[src/rtl/cpu_pkg.sv]
// Shared definitions for the accumulator CPU: memory geometry, program-loader
// states and instruction opcodes (upper nibble of a program byte).
package cpu_pkg;

  localparam int DATA_W = 8;
  localparam int ADDR_W = 4;
  localparam int DEPTH  = 16;

  typedef enum logic [2:0] {
    LDR_LEN  = 3'd0,
    LDR_DATA = 3'd1,
    LDR_CHK  = 3'd2,
    LDR_RUN  = 3'd3,
    LDR_ERR  = 3'd4
  } ldr_state_e;

  localparam logic [3:0] OP_ADD = 4'h0;
  localparam logic [3:0] OP_SUB = 4'h1;
  localparam logic [3:0] OP_XOR = 4'h2;
  localparam logic [3:0] OP_DBL = 4'h3;
  localparam logic [3:0] OP_LDA = 4'h4;
  localparam logic [3:0] OP_STA = 4'h5;
  localparam logic [3:0] OP_CMA = 4'h6;

  function automatic logic [7:0] make_insn(input logic [3:0] op,
                                           input logic [3:0] operand);
    return {op, operand};
  endfunction

endpackage

[src/rtl/mem_16x8.sv]
// Register-array memory: combinational read, synchronous write, and a
// synchronous clear-all that takes priority over the write.
module mem_16x8 #(
  parameter int DATA_W = 8,
  parameter int ADDR_W = 4,
  parameter int DEPTH  = 16
) (
  input  logic              clk,
  input  logic              clr,
  input  logic              wr_en,
  input  logic [ADDR_W-1:0] wr_addr,
  input  logic [DATA_W-1:0] wr_data,
  input  logic [ADDR_W-1:0] rd_addr,
  output logic [DATA_W-1:0] rd_data
);

  logic [DATA_W-1:0] mem_q [DEPTH];
  logic [DATA_W-1:0] mem_d [DEPTH];

  always_comb begin
    mem_d = mem_q;
    if (clr) begin
      for (int i = 0; i < DEPTH; i++) begin
        mem_d[i] = '0;
      end
    end else if (wr_en) begin
      mem_d[wr_addr] = wr_data;
    end
  end

  always_ff @(posedge clk) begin
    mem_q <= mem_d;
  end

  // Reads return the pre-edge contents, so a same-cycle store is seen next cycle.
  assign rd_data = mem_q[rd_addr];

endmodule

[src/rtl/prog_loader_mem.sv]
// Program loader plus unified CPU memory: accepts a framed byte stream
// (length, data, XOR checksum), writes it to memory and then serves the CPU.
module prog_loader_mem
  import cpu_pkg::*;
#(
  parameter int DATA_W = 8,
  parameter int ADDR_W = 4,
  parameter int DEPTH  = 16
) (
  input  logic              clk,
  input  logic              rst,
  input  logic [DATA_W-1:0] in_data,
  input  logic              in_valid,
  output logic              in_ready,
  input  logic              reload,
  output logic              cpu_run,
  output logic              load_err,
  output logic [ADDR_W:0]   words_loaded,
  input  logic [ADDR_W-1:0] mem_addr,
  output logic [DATA_W-1:0] mem_rd_data,
  input  logic              mem_wr_en,
  input  logic [DATA_W-1:0] mem_wr_data
);

  ldr_state_e        state_q, state_d;
  logic [ADDR_W:0]   len_q, len_d;
  logic [ADDR_W:0]   words_q, words_d;
  logic [ADDR_W-1:0] ptr_q, ptr_d;
  logic [DATA_W-1:0] csum_q, csum_d;
  logic              run_q, run_d;
  logic              err_q, err_d;

  logic              xfer;
  logic              len_ok;
  logic              load_clr;
  logic              mem_clr;
  logic              mem_we;
  logic [ADDR_W-1:0] mem_wa;
  logic [DATA_W-1:0] mem_wd;

  // Stream handshake: a byte moves on a rising edge where in_valid and
  // in_ready are both high; in_ready depends only on the current state.
  assign in_ready = (state_q == LDR_LEN) || (state_q == LDR_DATA) ||
                    (state_q == LDR_CHK);
  assign xfer     = in_valid && in_ready;
  assign len_ok   = (in_data != '0) && (in_data <= DATA_W'(DEPTH));

  always_comb begin
    state_d  = state_q;
    len_d    = len_q;
    words_d  = words_q;
    ptr_d    = ptr_q;
    csum_d   = csum_q;
    load_clr = 1'b0;
    case (state_q)
      LDR_LEN: begin
        if (xfer) begin
          if (len_ok) begin
            state_d  = LDR_DATA;
            len_d    = in_data[ADDR_W:0];
            words_d  = '0;
            ptr_d    = '0;
            csum_d   = '0;
            load_clr = 1'b1;
          end else begin
            state_d = LDR_ERR;
          end
        end
      end
      LDR_DATA: begin
        if (xfer) begin
          csum_d  = csum_q ^ in_data;
          ptr_d   = ptr_q + 1'b1;
          words_d = words_q + 1'b1;
          if ((words_q + 1'b1) == len_q) begin
            state_d = LDR_CHK;
          end
        end
      end
      LDR_CHK: begin
        if (xfer) begin
          state_d = (in_data == csum_q) ? LDR_RUN : LDR_ERR;
        end
      end
      LDR_RUN, LDR_ERR: begin
        if (reload) begin
          state_d = LDR_LEN;
        end
      end
      default: state_d = LDR_LEN;
    endcase
    run_d = (state_d == LDR_RUN);
    err_d = (state_d == LDR_ERR);
  end

  // Loader owns the write port while streaming; the CPU owns it only in RUN.
  always_comb begin
    mem_we = 1'b0;
    mem_wa = mem_addr;
    mem_wd = mem_wr_data;
    if (state_q == LDR_DATA) begin
      mem_we = xfer;
      mem_wa = ptr_q;
      mem_wd = in_data;
    end else if (state_q == LDR_RUN) begin
      mem_we = mem_wr_en;
    end
  end

  assign mem_clr = rst || load_clr;

  always_ff @(posedge clk) begin
    if (rst) begin
      state_q <= LDR_LEN;
      len_q   <= '0;
      words_q <= '0;
      ptr_q   <= '0;
      csum_q  <= '0;
      run_q   <= 1'b0;
      err_q   <= 1'b0;
    end else begin
      state_q <= state_d;
      len_q   <= len_d;
      words_q <= words_d;
      ptr_q   <= ptr_d;
      csum_q  <= csum_d;
      run_q   <= run_d;
      err_q   <= err_d;
    end
  end

  assign cpu_run      = run_q;
  assign load_err     = err_q;
  assign words_loaded = words_q;

  mem_16x8 #(
    .DATA_W (DATA_W),
    .ADDR_W (ADDR_W),
    .DEPTH  (DEPTH)
  ) u_mem (
    .clk     (clk),
    .clr     (mem_clr),
    .wr_en   (mem_we),
    .wr_addr (mem_wa),
    .wr_data (mem_wd),
    .rd_addr (mem_addr),
    .rd_data (mem_rd_data)
  );

endmodule

[config.mk]
export PLATFORM = sky130hd
export DESIGN_NAME = prog_loader_mem
export DESIGN_NICKNAME = d
export VERILOG_FILES = /design/src/rtl/cpu_pkg.sv /design/src/rtl/mem_16x8.sv /design/src/rtl/prog_loader_mem.sv
export SDC_FILE = /design/constraint.sdc
export NUM_CORES = 1
export LEC_CHECK = 0
export BUFFER_PORTS_ARGS = -buffer_cell sky130_fd_sc_hd__buf_4
export CAP_MARGIN = 20
export CORE_ASPECT_RATIO = 0.7
export CORE_MARGIN = 2
export CORE_UTILIZATION = 55
export DETAILED_ROUTE_END_ITERATION = 16
export GPL_TIMING_DRIVEN = 0
export PLACE_DENSITY_LB_ADDON = 0.15
export SYNTH_ARGS = -nofsm -noshare
export SYNTH_HDL_FRONTEND = slang
export SYNTH_HIERARCHICAL = 1
export SYNTH_SLANG_ARGS = --single-unit
[constraint.sdc]
create_clock -name clk -period 3.05 [get_ports clk]
set_input_delay 0.305 -clock clk [delete_from_list [all_inputs] [get_ports clk]]
set_output_delay 0.305 -clock clk [all_outputs]
set_load 0.005 [all_outputs]
==> results_dict.tcl <==
set metrics [dict create \
    outcome "complete, no violations" \
    area_delta_synth_final_pct 14.99 \
    drv_slew 0 \
    cap_violations 0 \
    h-tree-depth 4 \
    n_antenna_cell 0 \
    hp-class "input port to flip-flop" \
    worst_setup_path_start_kind "flip-flop" \
    clk_pin_slew_ns 0.06 \
    slowest_delay_ns 0.41 \
    finalHoldViolCount 0 \
    power.clock.fraction_pct 47.5 \
    r2r_end "u_mem/mem_q[100]" \
    synth_xor_xnor_area_share_pct 1.796 \
    cts.sinks 155 \
    initialDrtViolationCount 1135 \
    placement.cell_area_um2 8262 \
    cpLargestDelayFamily "buffers and inverters" \
    grt_setup_unrepaired "false" \
    rr_startpoint "state_q[1]" \
    power_frac_comb_pct 8.5 \
    p_seq_share_pct 44.0 \
    critPathSlowestCell "nor3b_4" \
    avgSynthCellArea_um2 8.571 \
    ioPinCount 41 \
    synth-seq-area-share_pct 40.14 \
    dr.pass1.iters 6 \
    fin_crit_sh_pct 93.20 \
    tns_ns 0 \
    fin_area_um2 8890 \
    synth_compound_area_share_pct 22.69 \
    clk-insertion-delay-late_ns 0.42 \
    cp.arrival_ns 3.12 \
    synth_simple_gate_area_share_pct 17.51 \
    antenna_found_initial 1 \
    wl_mm 25.90 \
    holdWs_ns 0.09448 \
    ys_seq_elements 155 \
    fin_cells 1161 \
    synth_cell_types 55 \
    p_sw_mw 1.163 \
    vias_per_cell 6.541 \
    fmax_mhz 351.8 \
    overflow 0 \
    dp_cells 1131 \
    worstPathMaxFanout 10 \
    fp.dieArea_um2 15040 \
    end_kind "flip-flop" \
    layout_common_cells "dfxtp_1, a21oi_1, nand3_1" \
    final_common_cell "dfxtp_1" \
    postCtsSetupBuffers 0 \
    hp-start "rst" \
    netlist_area_um2 7731 \
    final_util_pct 64.29 \
    dp_hpwl_mm 17.77 \
    dr_total_vias 7594 \
    crit_type "flip-flop to flip-flop" \
    rows 36 \
    power_mw 4.629 \
    holdPathEnd "words_loaded[4]" \
    crit_chain "buf_2 -> nor3b_4 -> clkbuf_2 -> nand2_1 -> nand2_1 -> buf_4 -> nand3b_1 -> clkbuf_2 -> o21ai_0 -> a21oi_1" \
    die_h_um 103.2 \
    p_sw_share_pct 25.12 \
    holdBufCountCts 0 \
    power.density_nw_per_um2 520.7 \
    static-leakage-power_nw 3.093 \
    ff2ff_setup_slack_ns 0.21 \
    maxSlewHeadroom_pct 50.83 \
    worstPathRequired_ns 3.33 \
    drcViolationCount 0 \
    wire_per_inst_um 22.31 \
    synth_top_family_by_area "compound AO/OA/AOI/OAI gates" \
    whs_path_depth 2 \
    critPathBufInv 4 \
    worst_ir_drop_vdd_mv 0.3958 \
    ant_nets 0 \
    grtUsageTotal_pct 34.98 \
    cts_root_buffer "clkbuf_16" \
    ys_warn_count 6 \
    grt_pass1_vias 6933 \
    clock_path_buffers 2 \
    skew_ns 0.01033 \
    synth_fp_nets 929 \
    cts_buffers 17 \
    synthAdderAreaFrac_pct 0.3237 \
    initial_core_util_pct 55.91 \
    die-width_um 145.7 \
    setup_viol 0 \
    place_ws_ns -0.2753 \
    drive_gt1_share_pct 16.89 \
    synth.mux.area_fraction_pct 10.45 \
    grt_pass1_wl_mm 39.90 \
    layout.nets 986 \
    grt_max_degree 17 \
    synth_cells 902 \
    gp_congestion 0.9301 \
    setup_ws_ns 0.2074 \
    cts_tree "built" \
    power.internal_mw 3.466 \
    worst_slew_pin_slew_ns 0.7376 \
    portBuffers 39 \
    layout_min_cycle_time_ns 2.843 \
    r2r_cells 10 \
    coreArea_um2 13830 \
]
## final cells by class
| type | instances | area, um^2 |
|---|---|---|
| fill | 1193 | 4938 |
| buffer | 107 | 546.8 |
| multi-input combinational | 636 | 4099 |
| timing repair buffer | 39 | 292.8 |
| clock inverter | 10 | 138.9 |
| clock buffer | 21 | 460.4 |
| sequential | 155 | 3103 |
| inverter | 3 | 11.26 |
| tap | 190 | 237.7 |
## power groups by stage
stage | combinational (mW) | clock, mW | sequential [mW]
6_report | 0.395 | 2.20 | 2.03
5_1_grt | 0.410 | 2.31 | 2.03
4_1_cts | 0.376 | 2.20 | 2.03
3_5_place_dp | 0.374 | 0 | 2.08
3_3_place_gp | 0.373 | 0 | 2.08
2_1_floorplan | 0.223 | 0 | 2.08
## state kept, by name, summed over array words and instances, names as in the netlist
name,flops
state_q,3
len_q,5
u_mem/mem_q,128
csum_q,8
words_loaded,5
cpu_run,1
ptr_q,4
load_err,1
## layer usage
layer  share of wire (%)  global-route usage, %  vias to the layer above
met5               0.031                      0                        -
met4                 2.6                  13.80                        2
met3                  14                  9.605                       70
met1                  42                  50.31                     3584
li1                    -                      -                     3408
met2                  41                  50.22                      530
## worst reg2reg max path, stage by stage (launching register included)
cell	delay, ns
dfxtp_1	0.29
buf_2	0.17
nor3b_4	0.41
clkbuf_2	0.32
nand2_1	0.09
nand2_1	0.17
buf_4	0.24
nand3b_1	0.29
clkbuf_2	0.34
o21ai_0	0.28
a21oi_1	0.11
## cell usage after synthesis (all sizes together)
library cell / count / area share (%)
a211oi: 4 / 0.39
a21o: 1 / 0.11
a21oi: 148 / 9.7
a221oi: 1 / 0.11
a22oi: 16 / 1.6
a2bb2oi: 1 / 0.11
a311oi: 2 / 0.23
a32oi: 1 / 0.11
a41oi: 2 / 0.23
and2: 3 / 0.24
and3: 3 / 0.24
and3b: 4 / 0.45
buf: 40 / 3.6
clkbuf: 68 / 3.4
dfxtp: 155 / 40
ha: 2 / 0.32
inv: 3 / 0.15
mux2: 1 / 0.15
mux2i: 5 / 0.65
mux4: 32 / 9.7
nand2: 49 / 2.4
nand2b: 6 / 0.49
nand3: 136 / 8.9
nand3b: 14 / 1.4
nand4: 4 / 0.32
nor2: 22 / 1.1
nor2b: 4 / 0.32
nor3: 3 / 0.26
nor3b: 4 / 0.74
nor4: 1 / 0.16
o2111a: 1 / 0.15
o2111ai: 1 / 0.11
o21ai: 132 / 8.5
o21ba: 1 / 0.13
o31a: 1 / 0.11
o31ai: 11 / 1.1
or2: 1 / 0.081
or3b: 2 / 0.29
or4: 2 / 0.19
xnor2: 13 / 1.6
xor2: 2 / 0.23
## kinds of logic after synthesis
logic type	after synthesis
buffers and inverters	111
AOI/OAI and AO/OA	323
and+or+nand+nor	258
DFF	155
xor gates and xnor gates	15
muxes	38
adders and majority gates	2
## worst max-delay path by stage
| stage | startpoint | endpoint | depth (start not counted) |
|---|---|---|---|
| 2_1_floorplan | state_q[0] | u_mem/mem_q[45] | 11 |
| 3_3_place_gp | state_q[0] | u_mem/mem_q[37] | 11 |
| 3_5_place_dp | state_q[0] | u_mem/mem_q[37] | 11 |
| 4_1_cts | state_q[2] | u_mem/mem_q[80] | 10 |
| 5_1_grt | state_q[2] | u_mem/mem_q[22] | 10 |
| 6_report | state_q[1] | u_mem/mem_q[100] | 10 |
## timing repair
item / 4_1_cts / 5_1_grt
gates cloned: 0 / 0
gates resized for setup: 8 / 9
endpoints found under the setup margin: 103 / 125
hold endpoints to repair: 0 / 0
(Power assumes the default switching activity.)
